===== config.mk =====
export PLATFORM = sky130hd
export DESIGN_NAME = sram_uart_dump
export DESIGN_NICKNAME = d
export VERILOG_FILES = /design/src/rtl/uart_dump_pkg.sv /design/src/rtl/uart_tx_byte.sv /design/src/rtl/sram_uart_dump.sv
export SDC_FILE = /design/constraint.sdc
export NUM_CORES = 1
export LEC_CHECK = 0
export ABC_AREA = 1
export ABC_CLOCK_PERIOD_IN_PS = 4600
export BUFFER_PORTS_ARGS = -buffer_cell sky130_fd_sc_hd__buf_2
export CELL_PAD_IN_SITES_DETAIL_PLACEMENT = 0
export CELL_PAD_IN_SITES_GLOBAL_PLACEMENT = 2
export CORE_MARGIN = 2
export CORE_UTILIZATION = 35
export CTS_CLUSTER_SIZE = 40
export DETAILED_ROUTE_END_ITERATION = 16
export GPL_TIMING_DRIVEN = 0
export PLACE_DENSITY_LB_ADDON = 0.1
export SLEW_MARGIN = 20
export SYNTH_ARGS = -nofsm -noshare
export SYNTH_HDL_FRONTEND = slang
export SYNTH_HIERARCHICAL = 1
export SYNTH_SLANG_ARGS = --single-unit
export TNS_END_PERCENT = 50

===== constraint.sdc =====
create_clock -name Clock_50 -period 4.6 [get_ports Clock_50]
set_clock_uncertainty 0.05 [all_clocks]
set_input_delay 0.23 -clock Clock_50 [delete_from_list [all_inputs] [get_ports Clock_50]]
set_output_delay 0.23 -clock Clock_50 [all_outputs]
set_load 0.005 [all_outputs]

===== src/rtl/uart_dump_pkg.sv =====
// Shared types and constants for the SRAM-to-UART dump block.
// Optional feature macro: UART_DUMP_PPM_HEADER_EN (adds the S_HEADER state).
package uart_dump_pkg;

    typedef enum logic [2:0] {
        S_IDLE,
`ifdef UART_DUMP_PPM_HEADER_EN
        S_HEADER,
`endif
        S_READ_REQ,
        S_READ_WAIT,
        S_SEND_HI,
        S_SEND_LO,
        S_DONE
    } dump_state_t;

    typedef enum logic [1:0] {
        TX_IDLE,
        TX_START,
        TX_DATA,
        TX_STOP
    } tx_state_t;

    localparam int PPM_HEADER_LEN = 15;

    // "P6\n320 240\n255\n"
    localparam logic [7:0] PPM_HEADER [0:PPM_HEADER_LEN-1] = '{
        8'h50, 8'h36, 8'h0A, 8'h33, 8'h32, 8'h30, 8'h20, 8'h32,
        8'h34, 8'h30, 8'h0A, 8'h32, 8'h35, 8'h35, 8'h0A
    };

endpackage


===== src/rtl/uart_tx_byte.sv =====
// UART 8N1 byte transmitter. Tx_busy rises the cycle after Tx_start and stays
// high through the last stop-bit cycle; Tx_done marks that last cycle so the
// caller can react without losing a cycle.
module uart_tx_byte
    import uart_dump_pkg::*;
#(
    parameter int CLOCKS_PER_BIT = 434
) (
    input  logic       Clock_50,
    input  logic       Resetn,
    input  logic       Tx_start,
    input  logic [7:0] Tx_data,
    output logic       Tx_busy,
    output logic       Tx_done,
    output logic       Tx_o
);

    localparam int BAUD_W = (CLOCKS_PER_BIT > 1) ? $clog2(CLOCKS_PER_BIT) : 1;
    localparam logic [BAUD_W-1:0] BAUD_LAST = BAUD_W'(CLOCKS_PER_BIT - 1);

    tx_state_t         state_r, state_s;
    logic [BAUD_W-1:0] baud_r, baud_s;
    logic [2:0]        bit_r, bit_s;
    logic [7:0]        shift_r, shift_s;
    logic              tx_o_r, tx_o_s;
    logic              busy_r, busy_s;
    logic              done_r, done_s;

    // Next-state logic: walks start, data and stop bits, each BAUD_LAST+1 cycles long
    always_comb begin
        state_s = state_r;
        baud_s  = baud_r;
        bit_s   = bit_r;
        shift_s = shift_r;
        tx_o_s  = tx_o_r;
        case (state_r)
            TX_IDLE: begin
                tx_o_s = 1'b1;
                if (Tx_start) begin
                    state_s = TX_START;
                    baud_s  = '0;
                    shift_s = Tx_data;
                    tx_o_s  = 1'b0;
                end else begin
                    state_s = TX_IDLE;
                end
            end
            TX_START: begin
                if (baud_r == BAUD_LAST) begin
                    baud_s  = '0;
                    bit_s   = 3'd0;
                    state_s = TX_DATA;
                    tx_o_s  = shift_r[0];
                end else begin
                    baud_s = baud_r + 1'b1;
                end
            end
            TX_DATA: begin
                if (baud_r == BAUD_LAST) begin
                    baud_s = '0;
                    if (bit_r == 3'd7) begin
                        state_s = TX_STOP;
                        tx_o_s  = 1'b1;
                    end else begin
                        bit_s   = bit_r + 3'd1;
                        shift_s = {1'b0, shift_r[7:1]};
                        tx_o_s  = shift_r[1];
                    end
                end else begin
                    baud_s = baud_r + 1'b1;
                end
            end
            TX_STOP: begin
                if (baud_r == BAUD_LAST) begin
                    baud_s  = '0;
                    state_s = TX_IDLE;
                end else begin
                    baud_s = baud_r + 1'b1;
                end
            end
            default: begin
                state_s = TX_IDLE;
                baud_s  = '0;
                tx_o_s  = 1'b1;
            end
        endcase
        busy_s = (state_s != TX_IDLE);
        done_s = (state_s == TX_STOP) && (baud_s == BAUD_LAST);
    end

    // State and output registers with synchronous active-low reset
    always_ff @(posedge Clock_50) begin
        if (!Resetn) begin
            state_r <= TX_IDLE;
            baud_r  <= '0;
            bit_r   <= 3'd0;
            shift_r <= 8'h00;
            tx_o_r  <= 1'b1;
            busy_r  <= 1'b0;
            done_r  <= 1'b0;
        end else begin
            state_r <= state_s;
            baud_r  <= baud_s;
            bit_r   <= bit_s;
            shift_r <= shift_s;
            tx_o_r  <= tx_o_s;
            busy_r  <= busy_s;
            done_r  <= done_s;
        end
    end

    assign Tx_busy = busy_r;
    assign Tx_done = done_r;
    assign Tx_o    = tx_o_r;

endmodule


===== src/rtl/sram_uart_dump.sv =====
// Reads Word_count 16-bit SRAM words from Base_address and sends them over
// UART 8N1, high byte first. Owns the SRAM port while Busy=1.
// Optional feature macro: UART_DUMP_PPM_HEADER_EN (prefixes a 15-byte PPM header).
module sram_uart_dump
    import uart_dump_pkg::*;
#(
    parameter int CLOCKS_PER_BIT = 434,
    parameter int READ_LATENCY   = 2
) (
    input  logic        Clock_50,
    input  logic        Resetn,
    input  logic        Start,
    input  logic [17:0] Base_address,
    input  logic [17:0] Word_count,
    output logic [17:0] SRAM_address,
    output logic        SRAM_we_n,
    input  logic [15:0] SRAM_read_data,
    output logic        UART_TX_O,
    output logic        Busy,
    output logic        Done
);

    dump_state_t state_r, state_s;
    logic [17:0] addr_r, addr_s;
    logic [17:0] base_r, base_s;
    logic [17:0] count_r, count_s;
    logic [17:0] index_r, index_s;
    logic [15:0] word_r, word_s;
    logic [2:0]  lat_r, lat_s;
    logic        busy_r, busy_s;
    logic        done_r, done_s;
    logic        we_n_r;
    logic        tx_start_s;
    logic [7:0]  tx_data_s;
    logic        tx_busy_s;
    logic        tx_done_s;
`ifdef UART_DUMP_PPM_HEADER_EN
    logic [3:0]  hdr_r, hdr_s;
`endif

    uart_tx_byte #(
        .CLOCKS_PER_BIT(CLOCKS_PER_BIT)
    ) u_tx (
        .Clock_50(Clock_50),
        .Resetn  (Resetn),
        .Tx_start(tx_start_s),
        .Tx_data (tx_data_s),
        .Tx_busy (tx_busy_s),
        .Tx_done (tx_done_s),
        .Tx_o    (UART_TX_O)
    );

    // Dump sequencer: header, SRAM read with fixed latency, then hi/lo byte hand-off
    always_comb begin
        state_s    = state_r;
        addr_s     = addr_r;
        base_s     = base_r;
        count_s    = count_r;
        index_s    = index_r;
        word_s     = word_r;
        lat_s      = lat_r;
        busy_s     = busy_r;
        done_s     = 1'b0;
        tx_start_s = 1'b0;
        tx_data_s  = 8'h00;
`ifdef UART_DUMP_PPM_HEADER_EN
        hdr_s      = hdr_r;
`endif
        case (state_r)
            S_IDLE: begin
                if (Start) begin
                    base_s  = Base_address;
                    count_s = Word_count;
                    index_s = 18'd0;
`ifdef UART_DUMP_PPM_HEADER_EN
                    hdr_s   = 4'd0;
                    busy_s  = 1'b1;
                    state_s = S_HEADER;
`else
                    if (Word_count == 18'd0) begin
                        done_s = 1'b1;
                    end else begin
                        busy_s  = 1'b1;
                        state_s = S_READ_REQ;
                    end
`endif
                end else begin
                    state_s = S_IDLE;
                end
            end
`ifdef UART_DUMP_PPM_HEADER_EN
            S_HEADER: begin
                if (!tx_busy_s) begin
                    tx_start_s = 1'b1;
                    tx_data_s  = PPM_HEADER[hdr_r];
                    if (hdr_r == 4'(PPM_HEADER_LEN - 1)) begin
                        if (count_r == 18'd0) begin
                            state_s = S_DONE;
                        end else begin
                            state_s = S_READ_REQ;
                        end
                    end else begin
                        hdr_s = hdr_r + 4'd1;
                    end
                end else begin
                    state_s = S_HEADER;
                end
            end
`endif
            S_READ_REQ: begin
                addr_s  = base_r + index_r;
                lat_s   = 3'd0;
                state_s = S_READ_WAIT;
            end
            S_READ_WAIT: begin
                // Address is registered, so it is on the pins from the first wait cycle
                if (lat_r == 3'(READ_LATENCY)) begin
                    word_s  = SRAM_read_data;
                    state_s = S_SEND_HI;
                end else begin
                    lat_s = lat_r + 3'd1;
                end
            end
            S_SEND_HI: begin
                if (!tx_busy_s) begin
                    tx_start_s = 1'b1;
                    tx_data_s  = word_r[15:8];
                    state_s    = S_SEND_LO;
                end else begin
                    state_s = S_SEND_HI;
                end
            end
            S_SEND_LO: begin
                if (!tx_busy_s) begin
                    tx_start_s = 1'b1;
                    tx_data_s  = word_r[7:0];
                    // The next read overlaps the low-byte frame
                    if (index_r + 18'd1 == count_r) begin
                        state_s = S_DONE;
                    end else begin
                        index_s = index_r + 18'd1;
                        state_s = S_READ_REQ;
                    end
                end else begin
                    state_s = S_SEND_LO;
                end
            end
            S_DONE: begin
                if (tx_done_s) begin
                    done_s  = 1'b1;
                    busy_s  = 1'b0;
                    state_s = S_IDLE;
                end else begin
                    state_s = S_DONE;
                end
            end
            default: begin
                state_s = S_IDLE;
                busy_s  = 1'b0;
            end
        endcase
    end

    // Sequencer registers with synchronous active-low reset
    always_ff @(posedge Clock_50) begin
        if (!Resetn) begin
            state_r <= S_IDLE;
            addr_r  <= 18'd0;
            base_r  <= 18'd0;
            count_r <= 18'd0;
            index_r <= 18'd0;
            word_r  <= 16'h0000;
            lat_r   <= 3'd0;
            busy_r  <= 1'b0;
            done_r  <= 1'b0;
            we_n_r  <= 1'b1;
`ifdef UART_DUMP_PPM_HEADER_EN
            hdr_r   <= 4'd0;
`endif
        end else begin
            state_r <= state_s;
            addr_r  <= addr_s;
            base_r  <= base_s;
            count_r <= count_s;
            index_r <= index_s;
            word_r  <= word_s;
            lat_r   <= lat_s;
            busy_r  <= busy_s;
            done_r  <= done_s;
            we_n_r  <= 1'b1;
`ifdef UART_DUMP_PPM_HEADER_EN
            hdr_r   <= hdr_s;
`endif
        end
    end

    assign SRAM_address = addr_r;
    assign SRAM_we_n    = we_n_r;
    assign Busy         = busy_r;
    assign Done         = done_r;

endmodule


==> results.py, run 1 <==
metrics = {
    "cts": {
        "cts_buffers": 17,
        "cts_buffer_depth": 2,
        "postCtsSetupBuffers": 0,
        "htree_num_levels": 4,
        "clkTransAtPathRegs_ns": 0.06,
        "cts_tree": "built",
        "root_buffer": "clkbuf_16",
        "cts.sinks": 121,
        "clk_latency_ns": 0.42,
    },
    "pwr": {
        "peakVddDrop_v": 0.000286,
        "power_density_nw_per_um2": 412,
        "total_power_uw": 3430,
        "leakagePower_uw": 0.00369,
    },
    "synth": {
        "syn-num-nets": 1130,
        "synth-seq-area-share_pct": 34.7,
        "synth_edf_count": 0,
        "syn_area_sq_um": 6990,
        "syn_area_per_cell_sq_um": 6.68,
        "ys_async_sr_fraction_pct": 0,
        "synth_ff_type": "dfxtp_1",
        "ys_types": 50,
        "syn_inst": 1046,
        "synth_seq_cells": 121,
        "yosys_warnings": 6,
    },
    "global_route": {
        "grtUsageTotal_pct": 20.6,
        "antenna_found_initial": 1,
        "grt-ovfl-total": 0,
        "grt_pass1_vias": 6611,
        "grt_max_degree": 17,
        "grt_first_pass_wirelength_mm": 34.5,
    },
    "timing": {
        "setup_ws_ns": 1.42,
        "fmax_mhz": 314,
        "fin_crit_sh_pct": 69.2,
        "slew_headroom_pct": 51.7,
        "finalHoldWorstSlack_ns": 0.00853,
        "min_period_ns": 3.18,
        "worstMarginPinSlew_ns": 0.722,
        "hold_viol_final": 0,
        "grt_setup_unrepaired": "false",
        "final_max_slew_viol_count": 0,
        "setup_viol": 0,
        "fin_setup_tns_ns": 0,
    },
    "worst_hold_path": {
        "hp-class": "primary input to register",
    },
    "drt": {
        "postRouteAntennaNets": 0,
        "first_pass_iters": 4,
        "drtIter0Drc": 365,
        "via_count": 6903,
        "viasPerCell": 4.86,
        "route.detailed.drc": 0,
        "wirelength_mm": 21.5,
        "post_drt_wl_per_cell_um": 15.1,
    },
    "cells_and_area": {
        "num-nets-final": 1226,
        "regArea_sq_um": 2420,
        "final_common_cell": "nand2_1",
        "nFillCells": 2200,
        "drive_gt1_share_pct": 14.5,
        "final_cell_mix": "242 x nand2_1, 127 x nor2_1, 121 x dfxtp_1",
        "multiInputGateArea_sq_um": 3960,
        "area.growth.synth_to_final_pct": 19.2,
    },
    "placed_design": {
        "place_hpwl_mm": 16.6,
        "io_buffers": 75,
        "post-place-ws_ns": 1.39,
        "gp_congestion": 0.826,
    },
    "die": {
        "die_area_sq_um": 21100,
        "start_util_pct": 35.8,
        "dieHeight_um": 145,
        "ioPinCount": 77,
        "core_sq_um": 19500,
        "die_w_um": 145,
        "placementRows": 51,
    },
    "worst_setup_path": {
        "worstPathMaxFanout": 10,
        "crit_path_start_kind": "register",
        "worst_path_largest_cell_delay_ns": 0.52,
        "worst-setup-path-type": "register to register",
        "cp_slowest_cell": "a21oi_1",
        "critPathCaptureType": "register",
        "crit_buf_inv": 3,
        "critPathRequiredTime_ns": 4.83,
        "worstPathCellList": "inv_1 -> nor2_1 -> clkinv_1 -> clkbuf_1 -> a21oi_1 -> nand2_1 -> o21ai_2 -> nand2_2 -> nand2_1 -> a21oi_1",
        "critPathTopFamily": "buffers and inverters",
        "worstPathArrival_ns": 3.41,
    },
    "job": {
        "cap_violations": 0,
    },
    "run_status": {
        "run_status": "finished, final reports clean",
    },
}
cells by family (layout without fill, tap and decap cells):
kind of cell	after synthesis	in the layout	synth area share, %
adder cells (fa/ha/maj)	29	29	5.30
buffers and inverters	148	257	8.60
flip-flops	121	121	34.7
XOR/XNOR	15	15	2.08
AO/OA/AOI/OAI	197	197	15.6
AND/OR/NAND/NOR	535	535	33.7
other	1	2	0.0537
synthesized netlist by cell type, types with 2 or more instances:
master	count	area, sq um
a21oi_1	93	465
a31oi_1	4	25.0
a32o_1	8	80.1
buf_1	3	11.3
buf_2	2	10.0
buf_4	2	15.0
clkbuf_1	25	93.8
dfxtp_1	121	2420
ha_1	28	350
inv_1	105	394
inv_2	7	26.3
nand2_1	242	908
nand2_2	8	50.1
nand2_4	3	33.8
nand3_1	92	460
nand4_1	13	81.3
nor2_1	127	477
nor2_2	24	150
nor2_4	3	33.8
nor3_1	11	55.1
nor4_1	4	25.0
o211ai_1	4	30.0
o21ai_0	73	365
o21ai_1	2	10.0
o21bai_1	2	15.0
o31ai_1	3	22.5
or2_2	2	12.5
xnor2_1	2	17.5
xor2_1	12	105
through the flow:
step                util, %  instance area, sq um  std cells
CTS                    42.6                  8320       1420
finish                 42.6                  8330       1421
global route           42.6                  8320       1420
floorplan                 -                  6990       1046
global placement       39.4                  7690       1386
detailed placement     39.4                  7690       1386
routing by layer:
| layer | GRT usage, % | vias to the layer above | share of wire [%] |
|---|---|---|---|
| met5 | 0 | - | 0 |
| met4 | 6.27 | 0 | 1.7 |
| met3 | 3.58 | 22 | 3.0 |
| met2 | 34.8 | 92 | 48 |
| met1 | 26.8 | 3169 | 47 |
| li1 | - | 3620 | - |
state kept, by name, indices dropped and copies added (netlist names):
register      cells
SRAM_address     18
base_r           18
count_r          18
index_r          18
word_r           16
u_tx/baud_r       9
u_tx/shift_r      8
lat_r             3
state_r           3
u_tx/bit_r        3
u_tx/state_r      2
Busy              1
Done              1
u_tx/Tx_busy      1
u_tx/Tx_done      1
u_tx/Tx_o         1
layout make-up:
type | instances | share of cell area [%]
multi-input cells | 777 | 47.6
flip-flops and latches | 121 | 29.1
clock buffers | 18 | 5.27
inverters | 113 | 5.09
repair buffers | 77 | 4.75
well taps | 265 | 3.98
plain buffers | 35 | 2.12
clock inverters | 14 | 2.06
diodes | 1 | 0.0301
final timing paths:
| kind | start | to | cells after the start | slack, ns |
|---|---|---|---|---|
| setup / recovery | state_r[2] | u_tx/shift_r[7] | 10 | 1.42 |
| hold / removal | Resetn | u_tx/Tx_o | 2 | 0.009 |
| setup reg to reg | state_r[2] | u_tx/shift_r[7] | 10 | 1.42 |
| hold reg to reg | u_tx/shift_r[3] | u_tx/shift_r[3] | 2 | 0.41 |
report_power, final:
| part | internal, uW | switching, uW | total (uW) | leakage [uW] |
|---|---|---|---|---|
| logic | 274 | 499 | 773 | 0.00241 |
| registers | 1160 | 101 | 1260 | 0.000988 |
| clock network | 868 | 527 | 1400 | 0.000293 |
repair_timing:
action	CTS	global route
gates resized for setup	0	0
hold endpoints to repair	2	0
hold buffers	2	0
(Power assumes the default switching activity.)
==> inputs of run 2 (changes only) <==
- ABC_CLOCK_PERIOD_IN_PS: 4600 -> 2900
- CORE_UTILIZATION: 35 -> 29
- clock period: 4.6 -> 2.9 ns (I/O delays scaled with it)
==> run 2 against run 1 <==
  * Via count increased by 1.8%
  * Cell area increased by 6.4%
  * Final cell count increased by 7.0%
  * Sequential power increased by 60%
  * Wire length increased by 8.2%
  * Largest cell class unchanged
==> results.py, run 2 (synthesis results as in run 1) <==
metrics = {
    "run_status": {
        "run_status": "finished, final reports clean",
    },
    "placed_design": {
        "place_hpwl_mm": 17.7,
        "io_buffers": 75,
        "gp_congestion": 0.819,
        "placed_cells": 1440,
        "placed_cell_area_sq_um": 7760,
    },
    "cts": {
        "clkTransAtPathRegs_ns": 0.07,
        "postCtsSetupBuffers": 0,
        "htree_num_levels": 4,
        "cts_buffer_depth": 2,
        "cts_buffers": 17,
        "clk_latency_ns": 0.43,
        "root_buffer": "clkbuf_16",
        "cts_tree": "built",
        "cts.sinks": 121,
    },
    "timing": {
        "fin_crit_sh_pct": 90.2,
        "min_period_ns": 2.61,
        "fin_setup_tns_ns": 0,
        "hold_viol_final": 0,
        "slew_headroom_pct": 51.8,
        "fmax_mhz": 382,
        "worstMarginPinSlew_ns": 0.721,
        "setup_viol": 0,
        "final_max_slew_viol_count": 0,
        "grt_setup_unrepaired": "false",
    },
    "drt": {
        "drtIter0Drc": 300,
        "viasPerCell": 4.62,
        "first_pass_iters": 5,
        "postRouteAntennaNets": 0,
        "wirelength_mm": 23.2,
        "via_count": 7027,
        "route.detailed.drc": 0,
        "post_drt_wl_per_cell_um": 15.3,
    },
    "worst_setup_path": {
        "crit_path_start_kind": "register",
        "crit_buf_inv": 2,
        "worstPathArrival_ns": 2.89,
        "cp_slowest_cell": "nor3_1",
        "regToRegSetupSlack_ns": 0.29,
        "crit_top_cell": "nand2_1",
        "worstPathMaxFanout": 10,
        "worstPathCellList": "inv_1 -> nor3_1 -> nand3_1 -> nand2_1 -> nand2_1 -> nand2_1 -> nand3_1 -> nor2_2 -> nand3_4 -> nand2_4 -> buf_6 -> nand2_1 -> nand2_1 -> nor2_1",
        "r2r-start": "index_r[8]",
        "worst-setup-path-type": "register to register",
        "critPathRequiredTime_ns": 3.17,
        "critPathCaptureType": "register",
        "crit_start": "index_r[8]",
        "worst_path_largest_cell_delay_ns": 0.49,
        "critPathTopFamily": "simple AND/OR/NAND/NOR gates",
    },
    "pwr": {
        "peakVddDrop_v": 0.000350,
        "power_density_nw_per_um2": 616,
        "leakagePower_uw": 0.00388,
        "total_power_uw": 5460,
    },
    "cells_and_area": {
        "fin_area_sq_um": 8860,
        "area.growth.synth_to_final_pct": 26.8,
        "layout.cells.non_filler": 1520,
        "drive_gt1_share_pct": 14.4,
        "final_cell_mix": "242 x nand2_1, 127 x nor2_1, 120 x dfxtp_1",
        "final_common_cell": "nand2_1",
        "num-nets-final": 1271,
    },
    "die": {
        "placementRows": 56,
        "start_util_pct": 29.7,
        "die_area_sq_um": 25300,
        "die_w_um": 159,
        "core_sq_um": 23500,
        "ioPinCount": 77,
        "dieHeight_um": 159,
    },
    "global_route": {
        "grt_first_pass_wirelength_mm": 38.0,
        "antenna_found_initial": 1,
        "grt_pass1_vias": 7179,
        "grt-ovfl-total": 0,
        "grtUsageTotal_pct": 18.9,
        "grt_max_degree": 17,
    },
    "job": {
        "cap_violations": 0,
    },
    "worst_hold_path": {
        "hold_start": "Word_count[3]",
        "hp-class": "primary input to register",
    },
}
run 2: cell types whose count changed in the layout (fill, tap and decap cells not counted), moves of 3 or more:
cell,previous run,this run
clkinvlp_4,3,0
bufinv_16,3,0
inv_6,2,6
inv_8,0,7
dlygate4sd3_1,2,48
clkinv_4,3,0
run 2: metrics by stage:
step	hold WS, ns	util, %	setup WS [ns]
3_5_place_dp	0.353	33.0	-0.374
6_report	0.0131	37.6	0.285
4_1_cts	0.00295	37.5	0.0792
2_1_floorplan	0.179	-	0.445
3_3_place_gp	0.353	33.0	-0.415
5_1_grt	0.0246	37.6	0.0276
run 2: what timing repair did:
| action | in CTS | in global routing |
|---|---|---|
| hold endpoints to repair | 49 | 0 |
| setup endpoints to repair | 25 | 28 |
| hold buffers | 48 | 0 |
| resized for setup | 5 | 5 |
run 2: path summary, 6_finish.rpt:
check	endpoint	depth (start not counted)
max	index_r[12]	14
min	count_r[3]	3
max reg2reg	index_r[12]	14
min reg2reg	u_tx/shift_r[1]	2
run 2: routing by layer:
layer,part of all wire [%],up-vias,GRT usage [%]
li1,-,3724,-
met1,47,3193,24.0
met2,49,88,33.2
met3,3.0,22,3.20
met4,1.1,0,4.79
met5,0,-,0
run 2: cell type report:
type                            instances  area, sq um
Timing Repair Buffer                  123          856
Tap cell                              319          399
Fill cell                            2686        14700
Inverter                              113          425
Antenna cell                            1         2.50
Buffer                                 34          173
Multi-Input combinational cell        777         3990
Clock inverter                         15          164
Clock buffer                           17          425
Sequential cell                       121         2430
run 2: where the power goes:
| group | internal, uW | total [uW] | switching, uW | leakage, uW |
|---|---|---|---|---|
| Sequential | 1850 | 2010 | 165 | 0.000989 |
| Clock | 1160 | 2150 | 988 | 0.000293 |
| Combinational | 481 | 1300 | 818 | 0.00260 |
| Total | 3490 | 5460 | 1970 | 0.00388 |
run 2: worst register-to-register path: stages (launching register included):
cell	delay (ns)
dfxtp_1	0.48
inv_1	0.15
nor3_1	0.49
nand3_1	0.20
nand2_1	0.13
nand2_1	0.05
nand2_1	0.06
nand3_1	0.10
nor2_2	0.17
nand3_4	0.12
nand2_4	0.16
buf_6	0.19
nand2_1	0.06
nand2_1	0.06
nor2_1	0.05
==> inputs of run 3 (changes only) <==
- PLACE_DENSITY: not set -> 0.8
- PLACE_DENSITY_LB_ADDON: 0.1 -> not set
==> run 3 against run 2 <==
  * Setup slack worse by 0.068 ns
  * Worst hold slack about the same
  * Combinational power about the same
  * Total power down 3.9%
  * Die area unchanged
==> results.py, run 3 (synthesis results as in run 1) <==
metrics = {
    "worst_setup_path": {
        "rr_worst_depth": 15,
        "critPathRequiredTime_ns": 3.16,
        "r2r-start": "index_r[0]",
        "regToRegSetupSlack_ns": 0.22,
        "r2r-end": "index_r[13]",
        "worst-setup-path-type": "register to register",
        "critPathCaptureType": "register",
        "worstPathMaxFanout": 10,
        "worstPathArrival_ns": 2.94,
        "crit_path_start_kind": "register",
        "crit_start": "index_r[0]",
        "crit_end": "index_r[13]",
    },
    "timing": {
        "hold_viol_final": 0,
        "worstMarginPinSlew_ns": 0.749,
        "setup_viol": 0,
        "fmax_mhz": 373,
        "final_max_slew_viol_count": 0,
        "finalHoldWorstSlack_ns": 0.0127,
        "min_period_ns": 2.68,
        "fin_crit_sh_pct": 92.5,
        "fin_setup_tns_ns": 0,
        "grt_setup_unrepaired": "false",
        "slew_headroom_pct": 50.1,
    },
    "cts": {
        "clkTransAtPathRegs_ns": 0.05,
        "root_buffer": "clkbuf_16",
        "cts_buffers": 17,
        "cts.sinks": 121,
        "cts_tree": "built",
        "clk_latency_ns": 0.41,
        "htree_num_levels": 4,
        "cts_buffer_depth": 2,
    },
    "placed_design": {
        "gp_congestion": 0.854,
        "placed_cell_area_sq_um": 7760,
        "place_hpwl_mm": 16.8,
        "io_buffers": 75,
    },
    "global_route": {
        "grt_max_degree": 17,
        "grt-ovfl-total": 0,
        "grt_pass1_vias": 6639,
        "antenna_found_initial": 0,
        "grtUsageTotal_pct": 17.5,
        "grt_first_pass_wirelength_mm": 35.1,
    },
    "cells_and_area": {
        "diodes": 0,
        "final_common_cell": "nand2_1",
        "num-nets-final": 1267,
        "area.growth.synth_to_final_pct": 25.2,
        "nFillCells": 2636,
        "drive_gt1_share_pct": 13.8,
        "fin_area_sq_um": 8750,
        "final_cell_mix": "242 x nand2_1, 127 x nor2_1, 120 x dfxtp_1",
    },
    "drt": {
        "viasPerCell": 4.62,
        "postRouteAntennaNets": 0,
        "post_drt_wl_per_cell_um": 14.6,
        "route.detailed.drc": 0,
        "first_pass_iters": 5,
        "drtIter0Drc": 355,
        "met1_length_mm": 10.8,
        "highest_layer": "met4",
        "wirelength_mm": 22.1,
        "via_count": 6987,
        "met3_length_um": 693,
        "routed-wl-met2_mm": 10.4,
    },
    "pwr": {
        "total_power_uw": 5250,
        "pwr-share-clk_pct": 37.3,
        "power_density_nw_per_um2": 600,
        "p_seq_share_pct": 38.3,
        "leakagePower_uw": 0.00383,
        "peakVddDrop_v": 0.000322,
        "p_int_uw": 3540,
        "netSwitchingPower_uw": 1700,
        "pwr-share-comb_pct": 24.5,
        "p_sw_share_pct": 32.5,
    },
    "die": {
        "die_area_sq_um": 25300,
        "start_util_pct": 29.7,
        "ioPinCount": 77,
        "core_sq_um": 23500,
        "placementRows": 56,
        "die_w_um": 159,
        "dieHeight_um": 159,
    },
    "run_status": {
        "run_status": "finished, final reports clean",
    },
    "worst_hold_path": {
        "hold_depth": 3,
        "hold_start": "Base_address[8]",
        "hp-class": "primary input to register",
    },
    "job": {
        "cap_violations": 0,
    },
}
-- run 3: cell count changes in the layout (fill, tap and decap cells not counted), moves of 2 or more --
cell	delta
inv_8	-7
inv_6	-6
clkbuf_1	+4
dlygate4sd3_1	-4
clkbuf_8	+3
clkinv_2	+3
clkinv_8	-2
-- run 3: final cells by class --
| cell class | instances | area (sq um) | share of cell area [%] |
|---|---|---|---|
| Buffer | 34 | 173 | 1.97 |
| Clock buffer | 24 | 482 | 5.51 |
| Clock inverter | 4 | 45.0 | 0.515 |
| Inverter | 113 | 425 | 4.86 |
| Multi-Input combinational cell | 777 | 3990 | 45.6 |
| Sequential cell | 121 | 2420 | 27.7 |
| Tap cell | 319 | 399 | 4.56 |
| Timing Repair Buffer | 119 | 816 | 9.32 |
-- run 3: how the worst min path moves through the flow --
stage / slack [ns] / to
after detailed placement: 0.35 / word_r[8]
final: 0.01 / base_r[8]
after CTS: 0.002 / base_r[7]
after global routing: 0.01 / base_r[7]
after floorplan: 0.18 / u_tx/Tx_o
after global placement: 0.35 / word_r[9]
-- run 3: power groups by stage --
stage	clock, uW	combinational (uW)	sequential, uW
after global placement	0	1240	2040
after floorplan	0	862	1990
after global routing	2080	1460	2030
after CTS	2010	1290	2010
final	1950	1280	2010
after detailed placement	0	1240	2040
-- run 3: routing by layer --
metal  global-route usage, %  vias up
li1                        -     3707
met1                    23.5     3165
met2                    29.1      102
met3                    3.20       13
met4                    4.38        0
met5                       0        -
-- run 3: worst max-delay path, stage by stage, from the launching register on --
cell	delay (ns)
dfxtp_2	0.46
ha_2	0.29
nand3_1	0.15
nor2_1	0.25
nand4_1	0.15
nand3_1	0.12
nand2_1	0.06
nor2_2	0.16
nand2_2	0.10
nor2_4	0.15
nand3_4	0.11
nand2_4	0.16
buf_6	0.18
nand2_1	0.07
nand2_1	0.06
nor2_1	0.04
-- run 3: repair_timing --
item	in CTS	in global routing
hold buffers	44	0
pin swaps	0	0
cloned	0	0
endpoints found under the hold margin	44	0
endpoints found under the setup margin	25	24
resized for setup	4	4
setup buffers	0	0
-- run 3: through the flow --
step / util (%) / cells / worst slack (ns)
5_1_grt: 37.2 / 1511 / 0.0330
3_3_place_gp: 33.0 / 1440 / -0.247
3_5_place_dp: 33.0 / 1440 / -0.244
4_1_cts: 37.1 / 1512 / 0.0826
6_report: 37.2 / 1511 / 0.217
2_1_floorplan: - / 1046 / 0.445
